--- src/rtl/fir_sequencer.sv ---
// fir_sequencer: control FSM for the 4-tap FIR datapath. Issues the per-sample
// shift/multiply/accumulate program and coefficient writes as op/src1/src2/dest
// commands. It also reports busy (modwait), accepted samples (cnt_up) and
// arithmetic overflow (err).
module fir_sequencer (
  input  logic       clk,
  input  logic       n_reset,
  input  logic       dr,
  input  logic       lc,
  input  logic [1:0] coeff_num,
  input  logic       overflow,
  output logic [2:0] op,
  output logic [3:0] src1,
  output logic [3:0] src2,
  output logic [3:0] dest,
  output logic       cnt_up,
  output logic       modwait,
  output logic       err
);

  typedef enum logic [3:0] {
    S_IDLE, S_LOADC, S_STORE, S_SH3, S_SH2, S_SH1, S_SH0,
    S_MUL0, S_MUL1, S_ADD1, S_MUL2, S_ADD2, S_MUL3, S_ADD3, S_EIDLE
  } state_e;

  typedef enum logic [2:0] {
    OP_NOP   = 3'd0,
    OP_COPY  = 3'd1,
    OP_LOAD1 = 3'd2,
    OP_LOAD2 = 3'd3,
    OP_ADD   = 3'd4,
    OP_SUB   = 3'd5,
    OP_MUL   = 3'd6
  } op_e;

  state_e     state_q, state_d;
  logic [1:0] coeff_q, coeff_d;
  op_e        op_c;

  // State and captured coefficient index registers, synchronous active-low reset
  always_ff @(posedge clk) begin
    if (!n_reset) begin
      state_q <= S_IDLE;
      coeff_q <= '0;
    end else begin
      state_q <= state_d;
      coeff_q <= coeff_d;
    end
  end

  // Next-state logic: dr wins over lc when idle; overflow aborts any MUL/ADD step
  always_comb begin
    state_d = state_q;
    coeff_d = coeff_q;
    case (state_q)
      S_IDLE, S_EIDLE: begin
        if (dr) begin
          state_d = S_STORE;
        end else if (lc) begin
          state_d = S_LOADC;
          coeff_d = coeff_num;
        end
      end
      S_LOADC: state_d = S_IDLE;
      S_STORE: state_d = dr ? S_SH3 : S_EIDLE;
      S_SH3:   state_d = S_SH2;
      S_SH2:   state_d = S_SH1;
      S_SH1:   state_d = S_SH0;
      S_SH0:   state_d = S_MUL0;
      S_MUL0:  state_d = overflow ? S_EIDLE : S_MUL1;
      S_MUL1:  state_d = overflow ? S_EIDLE : S_ADD1;
      S_ADD1:  state_d = overflow ? S_EIDLE : S_MUL2;
      S_MUL2:  state_d = overflow ? S_EIDLE : S_ADD2;
      S_ADD2:  state_d = overflow ? S_EIDLE : S_MUL3;
      S_MUL3:  state_d = overflow ? S_EIDLE : S_ADD3;
      S_ADD3:  state_d = overflow ? S_EIDLE : S_IDLE;
      default: state_d = S_IDLE;
    endcase
  end

  // Moore decode of the datapath command and status flags from the state register
  always_comb begin
    op_c    = OP_NOP;
    src1    = '0;
    src2    = '0;
    dest    = '0;
    cnt_up  = 1'b0;
    modwait = 1'b1;
    err     = 1'b0;
    case (state_q)
      S_IDLE:  modwait = 1'b0;
      S_EIDLE: begin
        modwait = 1'b0;
        err     = 1'b1;
      end
      S_LOADC: begin
        op_c = OP_LOAD2;
        dest = 4'd6 + {2'b00, coeff_q};
      end
      S_STORE: begin
        op_c   = OP_LOAD1;
        dest   = 4'd10;
        cnt_up = 1'b1;
      end
      S_SH3: begin op_c = OP_COPY; dest = 4'd4; src1 = 4'd3;  end
      S_SH2: begin op_c = OP_COPY; dest = 4'd3; src1 = 4'd2;  end
      S_SH1: begin op_c = OP_COPY; dest = 4'd2; src1 = 4'd1;  end
      S_SH0: begin op_c = OP_COPY; dest = 4'd1; src1 = 4'd10; end
      S_MUL0: begin op_c = OP_MUL; dest = 4'd0; src1 = 4'd1; src2 = 4'd6; end
      S_MUL1: begin op_c = OP_MUL; dest = 4'd5; src1 = 4'd2; src2 = 4'd7; end
      S_MUL2: begin op_c = OP_MUL; dest = 4'd5; src1 = 4'd3; src2 = 4'd8; end
      S_MUL3: begin op_c = OP_MUL; dest = 4'd5; src1 = 4'd4; src2 = 4'd9; end
      S_ADD1, S_ADD2, S_ADD3: begin
        op_c = OP_ADD;
        dest = 4'd0;
        src1 = 4'd0;
        src2 = 4'd5;
      end
      default: modwait = 1'b0;
    endcase
  end

  assign op = op_c;

endmodule
--- config.mk ---
export PLATFORM = sky130hd
export DESIGN_NAME = fir_sequencer
export DESIGN_NICKNAME = d
export VERILOG_FILES = /design/src/rtl/fir_sequencer.sv
export SDC_FILE = /design/constraint.sdc
export NUM_CORES = 1
export LEC_CHECK = 0
export CAP_MARGIN = 30
export CORE_MARGIN = 8
export CORE_UTILIZATION = 45
export CTS_BUF_LIST = sky130_fd_sc_hd__clkbuf_8
export CTS_CLUSTER_SIZE = 30
export DETAILED_ROUTE_END_ITERATION = 10
export GPL_TIMING_DRIVEN = 0
export PLACE_DENSITY = 0.88
export SLEW_MARGIN = 20
export SYNTH_ARGS = -nofsm -noshare
export SYNTH_HDL_FRONTEND = slang
export SYNTH_SLANG_ARGS = --single-unit
--- constraint.sdc ---
create_clock -name clk -period 2.55 [get_ports clk]
set_input_delay 0.51 -clock clk [delete_from_list [all_inputs] [get_ports clk]]
set_output_delay 0.51 -clock clk [all_outputs]
set_load 0.01 [all_outputs]
==> impl_results.md, run 1 <==
- Maximum level of the CTS H-tree: 1
- Count of endpoints failing setup in the final report: 0
- Wire length of the first global-routing pass: about 4100 um
- Startpoint types: register
- Antenna violations before repair: 0
- Die boundary height: 56.2 um
- Largest net degree at the start of global routing: 11
- Global-route congestion overflow total: 0
- Buffer and inverter count on the worst path: 2
- Number of port buffers: 24
- Maximum single-stage delay on the critical path: 0.53 ns
- Number of flops mapped to enable cells by yosys: 0
- Critical path class: register to output pin
- Maximum vdd drop: 734 uV
- Iteration count of the initial detailed-routing pass: 4
- Latest clock arrival within the worst-skew pair: 0.22 ns
- Number of DRC markers after the initial detailed-route iteration: 44
- WP data arrival: approximately 1.9 ns
- Result of the run: finished clean
- Mapped Avg Cell Area: 6.87 um^2
- F_max: 410 MHz
- Flops & latches, synth: 6
- Standard cell core area: between 0.0015 and 0.002 mm^2
- Final min period: between 2 and 2.5 ns
- Starting Density: between 40% and 50%
- Slew at the pin closest to its max-slew limit: 0.336 ns
- Crit-path slowest cell: clkdlybuf4s50_1
- Growth of design area from synthesis to finish: 43.1%
- Worst-path maximum fanout: 10
- Buffers inserted by post-CTS timing repair: 0
- Vias in the first global route: 879
- Share of synthesized flip-flops with an asynchronous set or reset: 0%
- Post-route worst setup slack: around 0.11 ns
- Relative slew slack: 77.6%
- Number of unique standard cell types used by synthesis: 36
- Ratio of routed vias to standard cells: between 5 and 6
- Fin nets: 142
- Half-perimeter wire length after detailed placement: around 1800 um
- Largest delay contributor family on the critical path: buffers and inverters
- Filler Cell Count: around 130
- Setup repair after global routing missed its margin: no
- Main combinational cell family by area after synthesis: simple AND/OR/NAND/NOR gates
- Sequential share of the synthesized area: around 16%
- Data required time of the worst path: between 2 and 2.5 ns
- Static leakage: roughly 0.46 nW
- Wire length reported by the detailed router: between 2000 and 2500 um
- Placer Congestion: between 1 and 1.5
- Post-route antenna net violation count: 0
- Number of cells traversed by the worst hold path: 2
- Period Utilization, post-route: 95.6%
- Worst clock skew: 0.00299 ns
- Post-route insts no fill: between 100 and 150
- Total global routing track utilization: between 10 and 15%
- Horizontal die dimension: between 50 and 60 um
- Post-CTS clock slew at the launch and capture registers of the worst setup and hold paths: about 0.03 ns
- Count of mapped cells out of synthesis: 106
- Count of cell instances traversed by the critical path: 5
- Reported max-cap violation count: 0
- Post-detailed-route DRC marker count: 0
- Number of sinks driven by the clock tree: 6
- Cell accounting for the most synthesized area: dfxtp_1
- Antenna Diode Count: 0
- Post-synthesis share of cell area spent on and, or, nand and nor gates: a little over a third
- Area share of xor/xnor cells in the synthesized design: 2.41%
- # placed instances: approximately 150
- Tightest Hold Check Type: register to register
- Number of instances resized during post-cts repair: 0
- Count of synthesis-stage warnings from yosys: 0
- Worst Setup Slack post-DPL: around 0.29 ns
- Top cells by area in the synthesized netlist: dfxtp_1, nor2_1, a21oi_1, nand2b_1, mux2i_1
- Root buffer cell: clkbuf_8
- Final sum of negative setup slack: 0 ns
- Post-Syn Nets: approximately 110
- Clock tree from TritonCTS: done
- Cell Chain, Critical Path: clkbuf_4 -> or2b_1 -> or3_1 -> nand3b_1 -> clkdlybuf4s50_1
- Detailed-route wire length per cell: 15.0 um
- Maximum clock insertion buffer count: 2
- Num ports: 25
- Ratio of cells with drive above 1 in the final layout: 11.3%
- Main synth FF type: dfxtp_1
- Placement Rows: 14
- Hold-fix buffers, CTS: 0
- Hold Vio Cnt, Final: 0
- Number of cells traversed by the worst register-to-register path: 5
- Adder-cell share of the synthesized area: 0%
- Share of synthesized area spent on multiplexers: 5.50%
- Synthesized-area fraction occupied by ao, oa, aoi and oai cells: between 20 and 30%
- Die area: ~0.0032 mm^2
- Commonest cells post-synth: nor2_1, a21oi_1, nand2_1, nand2b_1, o21ai_0
- Power per cell area: approximately 1100 mW/mm^2
- Number of max-slew violations in the final report: 0
- Clock buffers created by TritonCTS: 3
- Endpoint class of the critical path: output pin
- Netlist area before placement: 728 um^2
- Area fraction of the dominant cell type after synthesis: 16.5%
- Most common cell in the netlist: nor2_1
- Total via count after detailed routing: around 890
==> worst min-delay path: cells and delay by family (launching register included) <==
kind             cells  cell delay, ns
AND/OR/NAND/NOR      1            0.07
multiplexers         1            0.07
flip-flops           1            0.32
==> power breakdown <==
part	total, mW	internal, mW	switching (mW)
Sequential	0.140	0.121	0.0187
Clock	0.137	0.101	0.0362
Combinational	0.878	0.422	0.456
Total	1.16	0.644	0.511
==> sequential cells by signal, indices dropped and copies added, names as in the netlist <==
signal / count
state_q: 4
coeff_q: 2
==> cell type report <==
class | count | area, um^2 | share of cell area [%]
Buffer | 9 | 67.6 | 6.48
Clock buffer | 3 | 41.3 | 3.96
Inverter | 4 | 15.0 | 1.44
Multi-Input combinational cell | 87 | 533 | 51.1
Sequential cell | 6 | 120 | 11.5
Tap cell | 16 | 20.0 | 1.92
Timing Repair Buffer | 24 | 245 | 23.5
==> cell families (layout without fill, tap and decap cells) <==
kind of cell,count (synthesis),in the layout
AO/OA/AOI/OAI,33,33
XOR/XNOR,2,2
buffers and inverters,13,40
flip-flops,6,6
multiplexers,4,4
AND/OR/NAND/NOR,48,48
==> cell usage in the layout (no fill, tap or decap), types with 3 or more instances in the layout <==
cell type,count
nor2_1,15
nand2_1,9
clkdlybuf4s50_1,22
nor2b_1,3
clkbuf_4,3
buf_2,3
nand2b_1,7
mux2i_1,4
o21ai_0,7
nor3_1,3
dfxtp_1,6
a21oi_1,9
inv_1,4
clkbuf_8,3
o22ai_1,3
==> metrics by stage <==
step,hold slack [ns],total power [mW],util [%],instance area (um^2)
2_1_floorplan,0.463,0.665,-,728
3_3_place_gp,0.488,0.995,65.6,988
3_5_place_dp,0.498,1.02,65.6,988
4_1_cts,0.509,1.16,68.4,1030
5_1_grt,0.539,1.26,69.2,1040
6_report,0.500,1.16,69.2,1040
==> routing by layer <==
layer | vias to the layer above | routed length [um] | track usage [%]
li1 | 431 | - | -
met1 | 390 | 837 | 16.6
met2 | 59 | 1100 | 23.8
met3 | 6 | 256 | 5.02
met4 | 0 | 39 | 8.93
met5 | - | 0 | 0
==> worst paths after layout <==
kind                            slack [ns]    endpoint        from
worst min-delay path                  0.50  coeff_q[0]  coeff_q[0]
worst max-delay path                  0.11       op[2]  state_q[3]
worst min register to register        0.50  coeff_q[0]  coeff_q[0]
worst max register to register        1.16  state_q[1]  state_q[0]
Power figures use the tool's default switching activity.
==> inputs of run 2 (changes only) <==
--- a/config.mk
+++ b/config.mk
@@ -7,3 +7,3 @@
 export LEC_CHECK = 0
-export CAP_MARGIN = 30
+export CAP_MARGIN = 20
 export CORE_MARGIN = 8
@@ -13,3 +13,2 @@
 export DETAILED_ROUTE_END_ITERATION = 10
-export GPL_TIMING_DRIVEN = 0
 export PLACE_DENSITY = 0.88
==> constraint.sdc (replaced) <==
create_clock -name clk -period 2.55 [get_ports clk]
set_input_delay 0.3825 -clock clk [delete_from_list [all_inputs] [get_ports clk]]
set_output_delay 0.3825 -clock clk [all_outputs]
set_load 0.01 [all_outputs]
==> run 2 against run 1 <==
Net effect: sequential power rose by 19%; combinational power fell by 5.9%; clock power barely moved; clock skew fell by 0.0015 ns; design area fell by 3.2%; utilization fell by 2.2 points; setup slack improved by 0.076 ns; critical path depth fell by 1; largest cell class unchanged.
==> impl_results.md, run 2 (synthesis gave the netlist of run 1 again) <==
- Result of the run: finished clean
- Portion of total power attributed to sequential cells: 14.8%
- Root buffer cell: clkbuf_8
- Setup crit start: state_q[3]
- Hold Vio Cnt, Final: 0
- Tightest Hold Check Type: register to register
- Wire length of the first global-routing pass: 3590 um
- WP data arrival: between 1.5 and 2 ns
- Setup repair after global routing missed its margin: no
- Area of all sequential standard cells: ~120 um^2
- Wire length reported by the detailed router: 2150 um
- Final sum of negative setup slack: 0 ns
- Total via count after detailed routing: between 800 and 900
- Cell Int Power: 0.628 mW
- Crit-path slowest cell: clkdlybuf4s50_1
- Slew at the pin closest to its max-slew limit: 0.433 ns
- Cell Chain, Critical Path: or2b_1 -> or3_1 -> o21ai_0 -> clkdlybuf4s50_1
- Data required time of the worst path: ~2.2 ns
- Die area: 0.00316 mm^2
- Clock network power share: 12.0%
- Power per cell area: about 1100 mW/mm^2
- Total global routing track utilization: between 10% and 20%
- Number of max-slew violations in the final report: 0
- Maximum single-stage delay on the critical path: roughly 0.57 ns
- Global-route congestion overflow total: 0
- Static leakage: around 0.41 nW
- Maximum clock insertion buffer count: 2
- Power spent charging and discharging nets: roughly 0.5 mW
- Startpoint types: register
- Power share of the combinational group: between 70% and 80%
- Placement Rows: 14
- Largest register FFs: 4
- Core utilization of the finished layout: about two thirds
- Number of DRC markers after the initial detailed-route iteration: 24
- Latest clock arrival within the worst-skew pair: ~0.21 ns
- Filler Cell Count: about 130
- Iteration count of the initial detailed-routing pass: 4
- Worst Hold Launch: coeff_q[0]
- Critical path class: register to output pin
- Standard cell core area: 0.00151 mm^2
- Placer Congestion: 0.912
- Ratio of routed vias to standard cells: ~6
- Maximum vdd drop: approximately 600 uV
- Half-perimeter wire length after detailed placement: roughly 1700 um
- Growth of design area from synthesis to finish: 38.5%
- Num ports: 25
- Starting Density: approximately 48%
- Period Utilization, post-route: a little over 90%
- Largest Register: state_q
- Detailed-route wire length per cell: between 10 and 15 um
- Worst-path maximum fanout: 14
- Clock tree from TritonCTS: done
- Relative slew slack: a little under three quarters
- Maximum level of the CTS H-tree: 1
- Clock buffers created by TritonCTS: 3
- Most common cell after layout, fill and taps aside: clkdlybuf4s50_1
- Antenna Diode Count: 0
- Number of port buffers: 24
- Endpoint class of the critical path: output pin
- Post-detailed-route DRC marker count: 0
- Hold-fix buffers, CTS: 0
- Post-route antenna net violation count: 0
- Reported max-cap violation count: 0
- F_max: 423 MHz
- Horizontal die dimension: approximately 56 um
- Worst clock skew: 0.00153 ns
- Vias in the first global route: between 700 and 800
- Switching part of the total power: between 40% and 50%
- Top Registers: state_q: 4 flops, coeff_q: 2 flops
- Commonest cells after routing, fill and taps aside: clkdlybuf4s50_1, nor2_1, nand2_1, a21oi_1
- Multi-input gate area in the final layout: roughly 530 um^2
- Antenna violations before repair: 0
- Final min period: ~2.4 ns
- Number of sinks driven by the clock tree: 6
- Ratio of cells with drive above 1 in the final layout: 9.30%
- Largest net degree at the start of global routing: 24
- Post-CTS clock slew at the launch and capture registers of the worst setup and hold paths: 0.03 ns
- Die boundary height: approximately 56 um
- Reg-to-reg startpoint: state_q[3]
- Fin nets: between 100 and 150
- Count of endpoints failing setup in the final report: 0
run 2: cell count changes in the layout (fill, tap and decap cells not counted):
cell | previous run | this run
buf_2 | 3 | 0
buf_4 | 1 | 5
buf_6 | 2 | 0
clkbuf_4 | 3 | 0
clkdlybuf4s50_1 | 22 | 24
dfxtp_1 | 6 | 5
dfxtp_2 | 0 | 1
dlymetal6s2s_1 | 2 | 0
run 2: final cells by class:
class	instances	share of cell area [%]
tap	16	1.99
multi-input combinational	87	52.9
inverter	4	1.49
clock buffer	3	4.09
sequential	6	12.0
timing repair buffer	29	27.5
run 2: path summary, 6_finish.rpt:
path                              endpoint  slack (ns)  cells past startpoint
worst max-delay path               src2[1]        0.19                      4
worst min-delay path            coeff_q[0]        0.52                      2
worst max register to register  state_q[2]        0.83                      5
worst min register to register  coeff_q[0]        0.52                      2
run 2: timing repair:
item,4_1_cts,5_1_grt
gates resized for setup,0,1
buffers inserted,0,0
endpoints found under the hold margin,0,0
setup endpoints to repair,0,3
run 2: stage by stage:
step                std cells  power, mW  instance area, um^2  worst slack (ns)  hold WS, ns
floorplan                 106      0.665                  728             0.992        0.463
global placement          142      0.969                  966             0.390        0.493
detailed placement        142      0.992                  966             0.283        0.518
CTS                       145       1.13                 1010            0.0470        0.529
global route              145       1.22                 1010            0.0726        0.567
finish                    145       1.13                 1010             0.188        0.521
run 2: power by group through the flow:
stage	Combinational [mW]	Sequential, mW	Clock, mW
final	0.826	0.167	0.136
after global routing	0.898	0.172	0.149
after CTS	0.829	0.163	0.140
after detailed placement	0.828	0.164	0
after global placement	0.809	0.161	0
after floorplan	0.530	0.135	0
run 2: worst max-delay path, delay by kind of cell, from the launching register on:
kind / cells / cell delay, ns
flip-flops: 1 / 0.43
AO/OA/AOI/OAI: 1 / 0.10
AND/OR/NAND/NOR: 2 / 0.66
buffers and inverters: 1 / 0.57
run 2: routing by layer:
| metal | routed length (um) | vias to the layer above | track usage [%] |
|---|---|---|---|
| met1 | 859 | 394 | 14.8 |
| met3 | 176 | 4 | 3.88 |
| met4 | 22 | 0 | 5.15 |
| met2 | 1090 | 42 | 22.2 |
| li1 | - | 422 | - |
| met5 | 0 | - | 0 |
